**src/rtl/mips_memsys.sv**
```systemverilog
// Memory and I/O subsystem for the 8-bit multicycle MIPS core: RAM, LED/switch port, 4-deep TX FIFO, 8N1 transmitter.
// Latency: reads are combinational (zero cycles); writes commit on the rising edge; a push starts its start bit one edge later.
// Backpressure: none toward the core; a push into a full FIFO (with no same-edge pop) is dropped and sets a sticky ovf flag.
module mips_memsys #(
   parameter int WIDTH   = 8,
   parameter int RAMBITS = 7,
   parameter int DIVISOR = 16
) (
   input  logic               clk,
   input  logic               reset,
   input  logic               memread,
   input  logic               memwrite,
   input  logic [WIDTH-1:0]   adr,
   input  logic [WIDTH-1:0]   writedata,
   output logic [WIDTH-1:0]   memdata,
   input  logic               ld_en,
   input  logic [RAMBITS-1:0] ld_adr,
   input  logic [WIDTH-1:0]   ld_data,
   input  logic [WIDTH-1:0]   sw_in,
   output logic [WIDTH-1:0]   led_out,
   output logic               tx_out,
   output logic               tx_busy
);

   // I/O registers live in the top four addresses of the map
   localparam logic [WIDTH-1:0] A_LED    = {{(WIDTH-2){1'b1}}, 2'b00};
   localparam logic [WIDTH-1:0] A_SW     = {{(WIDTH-2){1'b1}}, 2'b01};
   localparam logic [WIDTH-1:0] A_TXDATA = {{(WIDTH-2){1'b1}}, 2'b10};
   localparam logic [WIDTH-1:0] A_STATUS = {{(WIDTH-2){1'b1}}, 2'b11};
   localparam logic [7:0]       TLOAD    = 8'(DIVISOR - 1);

   typedef enum logic [1:0] {IDLE, START, DATA, STOP} tx_state_t;

   logic [WIDTH-1:0] ram [0:(1<<RAMBITS)-1];

   logic       adr_ram;
   logic       core_we;
   logic       push;
   logic       pop;
   logic       accept;
   logic       full;
   logic       empty;
   logic       ovf;

   logic [7:0] fifo_mem [0:3];
   logic [1:0] wr_ptr;
   logic [1:0] rd_ptr;
   logic [2:0] count;

   tx_state_t  state;
   logic [7:0] timer;
   logic [2:0] idx;
   logic [7:0] shreg;

   // The loader owns the write side while it is active; core reads are unaffected
   assign adr_ram = ((adr >> RAMBITS) == '0);
   assign core_we = memwrite & ~ld_en;
   assign full    = (count == 3'd4);
   assign empty   = (count == 3'd0);
   assign pop     = (state == IDLE) & ~empty;
   assign push    = core_we & (adr == A_TXDATA);
   // A full FIFO still takes a push when the transmitter frees a slot on the same edge
   assign accept  = push & (~full | pop);
   assign tx_busy = (state != IDLE);

   // Combinational read mux; returns zero whenever memread is low
   always_comb begin
      memdata = '0;
      if (memread) begin
         if (adr_ram) begin
            memdata = ram[adr[RAMBITS-1:0]];
         end else begin
            case (adr)
               A_LED:    memdata = led_out;
               A_SW:     memdata = sw_in;
               A_STATUS: memdata = {{(WIDTH-4){1'b0}}, ovf, tx_busy, empty, full};
               default:  memdata = '0;
            endcase
         end
      end
   end

   // RAM write port: loader has priority and blocks core stores
   always_ff @(posedge clk) begin
      if (ld_en)
         ram[ld_adr] <= ld_data;
      else if (memwrite && adr_ram)
         ram[adr[RAMBITS-1:0]] <= writedata;
   end

   // LED register and sticky overflow flag; a dropped push beats a STATUS clear
   always_ff @(posedge clk or negedge reset) begin
      if (!reset) begin
         led_out <= '0;
         ovf     <= 1'b0;
      end else begin
         if (core_we && adr == A_LED)
            led_out <= writedata;
         if (push && !accept)
            ovf <= 1'b1;
         else if (core_we && adr == A_STATUS)
            ovf <= 1'b0;
      end
   end

   // FIFO storage; contents need no reset because count gates validity
   always_ff @(posedge clk) begin
      if (accept)
         fifo_mem[wr_ptr] <= writedata[7:0];
   end

   // FIFO pointers and occupancy
   always_ff @(posedge clk or negedge reset) begin
      if (!reset) begin
         wr_ptr <= '0;
         rd_ptr <= '0;
         count  <= '0;
      end else begin
         if (accept)
            wr_ptr <= wr_ptr + 2'd1;
         if (pop)
            rd_ptr <= rd_ptr + 2'd1;
         count <= count + 3'(accept) - 3'(pop);
      end
   end

   // 8N1 transmitter: start bit, 8 data bits LSB first, stop bit, each DIVISOR cycles
   always_ff @(posedge clk or negedge reset) begin
      if (!reset) begin
         state  <= IDLE;
         timer  <= '0;
         idx    <= '0;
         shreg  <= '0;
         tx_out <= 1'b1;
      end else begin
         case (state)
            IDLE: begin
               tx_out <= 1'b1;
               if (!empty) begin
                  shreg  <= fifo_mem[rd_ptr];
                  timer  <= TLOAD;
                  tx_out <= 1'b0;
                  state  <= START;
               end
            end
            START: begin
               if (timer == 8'd0) begin
                  timer  <= TLOAD;
                  idx    <= 3'd0;
                  tx_out <= shreg[0];
                  state  <= DATA;
               end else begin
                  timer <= timer - 8'd1;
               end
            end
            DATA: begin
               if (timer == 8'd0) begin
                  timer <= TLOAD;
                  shreg <= {1'b0, shreg[7:1]};
                  if (idx == 3'd7) begin
                     tx_out <= 1'b1;
                     state  <= STOP;
                  end else begin
                     idx    <= idx + 3'd1;
                     tx_out <= shreg[1];
                  end
               end else begin
                  timer <= timer - 8'd1;
               end
            end
            STOP: begin
               if (timer == 8'd0)
                  state <= IDLE;
               else
                  timer <= timer - 8'd1;
            end
            default: state <= IDLE;
         endcase
      end
   end

endmodule
```
**config.mk**
```make
export PLATFORM = sky130hd
export DESIGN_NAME = mips_memsys
export DESIGN_NICKNAME = d
export VERILOG_FILES = /design/src/rtl/mips_memsys.sv
export SDC_FILE = /design/constraint.sdc
export NUM_CORES = 1
export LEC_CHECK = 0
export ABC_AREA = 0
export CAP_MARGIN = 40
export CORE_MARGIN = 2
export CORE_UTILIZATION = 41
export DETAILED_ROUTE_END_ITERATION = 7
export PLACE_DENSITY = 0.67
export SYNTH_ARGS = -nofsm -noshare
export SYNTH_HDL_FRONTEND = slang
export SYNTH_SLANG_ARGS = --single-unit
```
**constraint.sdc**
```tcl
create_clock -name clk -period 2.15 [get_ports clk]
set_input_delay 0.215 -clock clk [delete_from_list [all_inputs] [get_ports clk]]
set_output_delay 0.215 -clock clk [all_outputs]
set_load 0.05 [all_outputs]
```
==> results.sh <==
export IMPL_grt_total_usage_pct=21.6
export IMPL_drtIter0Drc=3002
export IMPL_drv_slew=0
export IMPL_grt_max_degree=73
export IMPL_synth_top_cell_area_share_pct=72.7
export IMPL_outcome="finished with violations"
export IMPL_drc=12
export IMPL_drt_total_wl_mm=117
export IMPL_grt_pass1_vias=24400
export IMPL_worst_ep_required_time_ps=1930
export IMPL_clkPwrFrac_pct=39.7
export IMPL_p_leak_nw=18.3
export IMPL_ys_flop_type="edfxtp_1"
export IMPL_syn_area_per_cell_um2=19.7
export IMPL_layout_drive_gt1_share_pct=40.1
export IMPL_nNetsFinal=2775
export IMPL_fmax_mhz=300
export IMPL_power_internal_mw=37.9
export IMPL_cts_clk_slew_worst_paths_ps=60
export IMPL_cts_buffers=109
export IMPL_num_vias=24400
export IMPL_dieArea_um2=109000
export IMPL_postSynthNetCount=2269
export IMPL_worstPathArrival_ps=3120
export IMPL_rsz0062_at_grt="yes"
export IMPL_htree_num_levels=3
export IMPL_p_per_area_nw_per_um2=892
export IMPL_cts_root_buffer="clkbuf_16"
export IMPL_ys_types=65
export IMPL_diodes=0
export IMPL_start_util_pct=41.4
export IMPL_gp_congestion=0.993
export IMPL_synth_edf_count=1056
export IMPL_die_y_um=330
export IMPL_io_pins=62
export IMPL_finalCriticalPeriod_ps=3330
export IMPL_hpwl_mm=80.6
export IMPL_worst_pin_slew_ps=742
export IMPL_critPathKind="reg -> out"
export IMPL_coreArea_um2=105000
export IMPL_seq_area_frac_synth_pct=74.9
export IMPL_tritoncts="done"
export IMPL_synth_area_leader_cell="edfxtp_1"
export IMPL_area_growth_pct=27.5
export IMPL_portBuffers=61
export IMPL_startpoint_type="flop"
export IMPL_design_area_um2=55600
export IMPL_p_sw_mw=11.7
export IMPL_relSlewSlack_pct=50.4
export IMPL_first_pass_iters=8
export IMPL_seq_power_share_pct=48.9
export IMPL_rows=119
export IMPL_ys_ff_latch=1094
export IMPL_grt_overflow=0
export IMPL_grt_antenna_before_repair=1
export IMPL_syn_inst=2209
export IMPL_ys_top_cells_by_area="edfxtp_1 (73%), mux4_2 (13%), dfrtp_1 (2.1%), mux2i_1 (1.8%), nor2_1 (1.5%)"
export IMPL_pwr_share_comb_pct=11.4
export IMPL_ff2ff_path_depth=11
export IMPL_wl_per_cell_um=27.8
export IMPL_setup_viol=19
export IMPL_cp_max_fo=1
export IMPL_violations="design-rule violations, negative setup slack"
export IMPL_skew_ps=5.56
export IMPL_fin_util_pct=52.8
export IMPL_synthArstFlopShare_pct=3.47
export IMPL_min_path_type="in -> async"
export IMPL_viasPerCell=5.80
export IMPL_ys_warn_count=0
export IMPL_fin_crit_sh_pct=155
export IMPL_postRouteAntennaNets=0
export IMPL_clock_sinks=1094
export IMPL_pre_cts_ws_ps=-1080
export IMPL_place_area_um2=51300
export IMPL_worst_setup_path_end_kind="output port"
export IMPL_clk_latency_ps=680
export IMPL_fin_ws_ps=-1180
export IMPL_grt_pass1_wl_mm=170
export IMPL_mostFrequentLayoutCell="edfxtp_1"
export IMPL_swShare_pct=23.5
export IMPL_layout_common_cells="edfxtp_1 (1,056), buf_4 (292), mux4_2 (244), buf_12 (147), clkbuf_16 (109)"
export IMPL_vdd_ir_drop_max_uv=722
export IMPL_cts_max_path_buffers=3
export IMPL_die_w_um=330
export IMPL_netlist_area_um2=43600
export IMPL_max_cap_viol_count=0
export IMPL_hold_viol_final=0
[Yosys cell counts (5+ instances only)]
cell type  number
buf_2          21
inv_1          17
clkbuf_1       29
and3_1         10
a211oi_1       13
mux2i_1        80
nand3b_1       14
o211ai_1        5
xnor2_1         7
a221oi_1        9
o22ai_1        27
nand3_1        33
nor3_1         17
mux4_1          7
o21ai_0        41
ha_1           15
nor2b_1         6
nand2_1       125
buf_4          38
and2_1          9
a2111oi_0       5
a22o_1          9
a31oi_1         7
a22oi_1         8
nand2b_1        5
nor2_1        177
a21oi_1        31
mux4_2        244
dfrtp_1        37
buf_6          22
edfxtp_1     1056
mux2_2         23
[timing repair]
| action | 4_1_cts | 5_1_grt |
|---|---|---|
| hold endpoints to repair | 38 | 0 |
| pin swaps | 26 | 23 |
| hold buffers | 2 | 0 |
| endpoints found under the setup margin | 747 | 293 |
| resized for setup | 76 | 45 |
| setup buffers | 3 | 5 |
[routing by layer]
metal | global-route usage, % | vias up | share of wire, %
met5 | 0 | - | 0
met3 | 4.82 | 239 | 10
met1 | 30.9 | 12700 | 41
met2 | 32.9 | 1348 | 46
met4 | 7.08 | 0 | 3.5
li1 | - | 10100 | -
[layout make-up]
type	count	area, µm²
clock inverter	83	962
tap	1391	1740
clock buffer	124	2780
multi-input combinational	985	11500
timing repair buffer	508	5870
inverter	17	67.6
fill	8034	49800
sequential	1094	32700
[power by group through the flow]
stage               combinational, mW  clock, mW  sequential, mW
floorplan                        3.12          0            24.6
global placement                 5.17          0            24.6
detailed placement               5.36          0            24.6
CTS                              5.54       20.0            24.2
global route                     6.07       20.8            24.3
finish                           5.67       19.7            24.2
[state kept, by name (all words and copies together), names as in the netlist, 3 cells and up]
| register | cells |
|---|---|
| count | 3 |
| shreg | 8 |
| led_out | 8 |
| timer | 8 |
| fifo_mem | 32 |
| ram | 1024 |
| idx | 3 |
[per-stage QoR]
| stage | instances | total power [mW] | hold slack, ps | TNS, ps |
|---|---|---|---|---|
| 2_1_floorplan | 2209 | 27.7 | -80.6 | -78520 |
| 6_report | 4202 | 49.6 | 80.3 | -7700 |
| 5_1_grt | 4202 | 51.1 | 47.6 | -8760 |
| 3_5_place_dp | 3986 | 30.0 | 171 | -962500 |
| 4_1_cts | 4197 | 49.7 | 26.4 | -7720 |
| 3_3_place_gp | 3985 | 29.8 | 371 | -893820 |
[final timing paths]
kind                              start              to  slack (ps)
min                               reset        shreg[0]          80
min in group clk           writedata[4]  fifo_mem[2][4]         290
max reg2reg                    state[1]        count[2]         -50
max in group asynchronous         reset      led_out[5]         910
max                          ram[56][2]      memdata[2]       -1180
min reg2reg                      idx[1]          idx[1]         550
[cell families (layout without fill, tap and decap cells)]
logic type | count (synthesis) | count (layout) | synth area share (%)
flip-flops | 1094 | 1094 | 74.9
AND/OR/NAND/NOR | 420 | 420 | 4.25
multiplexers | 354 | 354 | 15.4
AO/OA/AOI/OAI | 186 | 186 | 2.84
buffers and inverters | 130 | 732 | 1.92
adder cells (fa/ha/maj) | 16 | 16 | 0.476
XOR/XNOR | 9 | 9 | 0.181
[worst max-delay path, stage by stage, from the launching register on]
cell and delay [ps]:
edfxtp_1 380, mux4_2 490, mux2i_2 180, buf_4 180
nand2_2 50, and4_4 180, or4_4 560, a31o_4 260
buf_8 150
(Power assumes the default switching activity.)
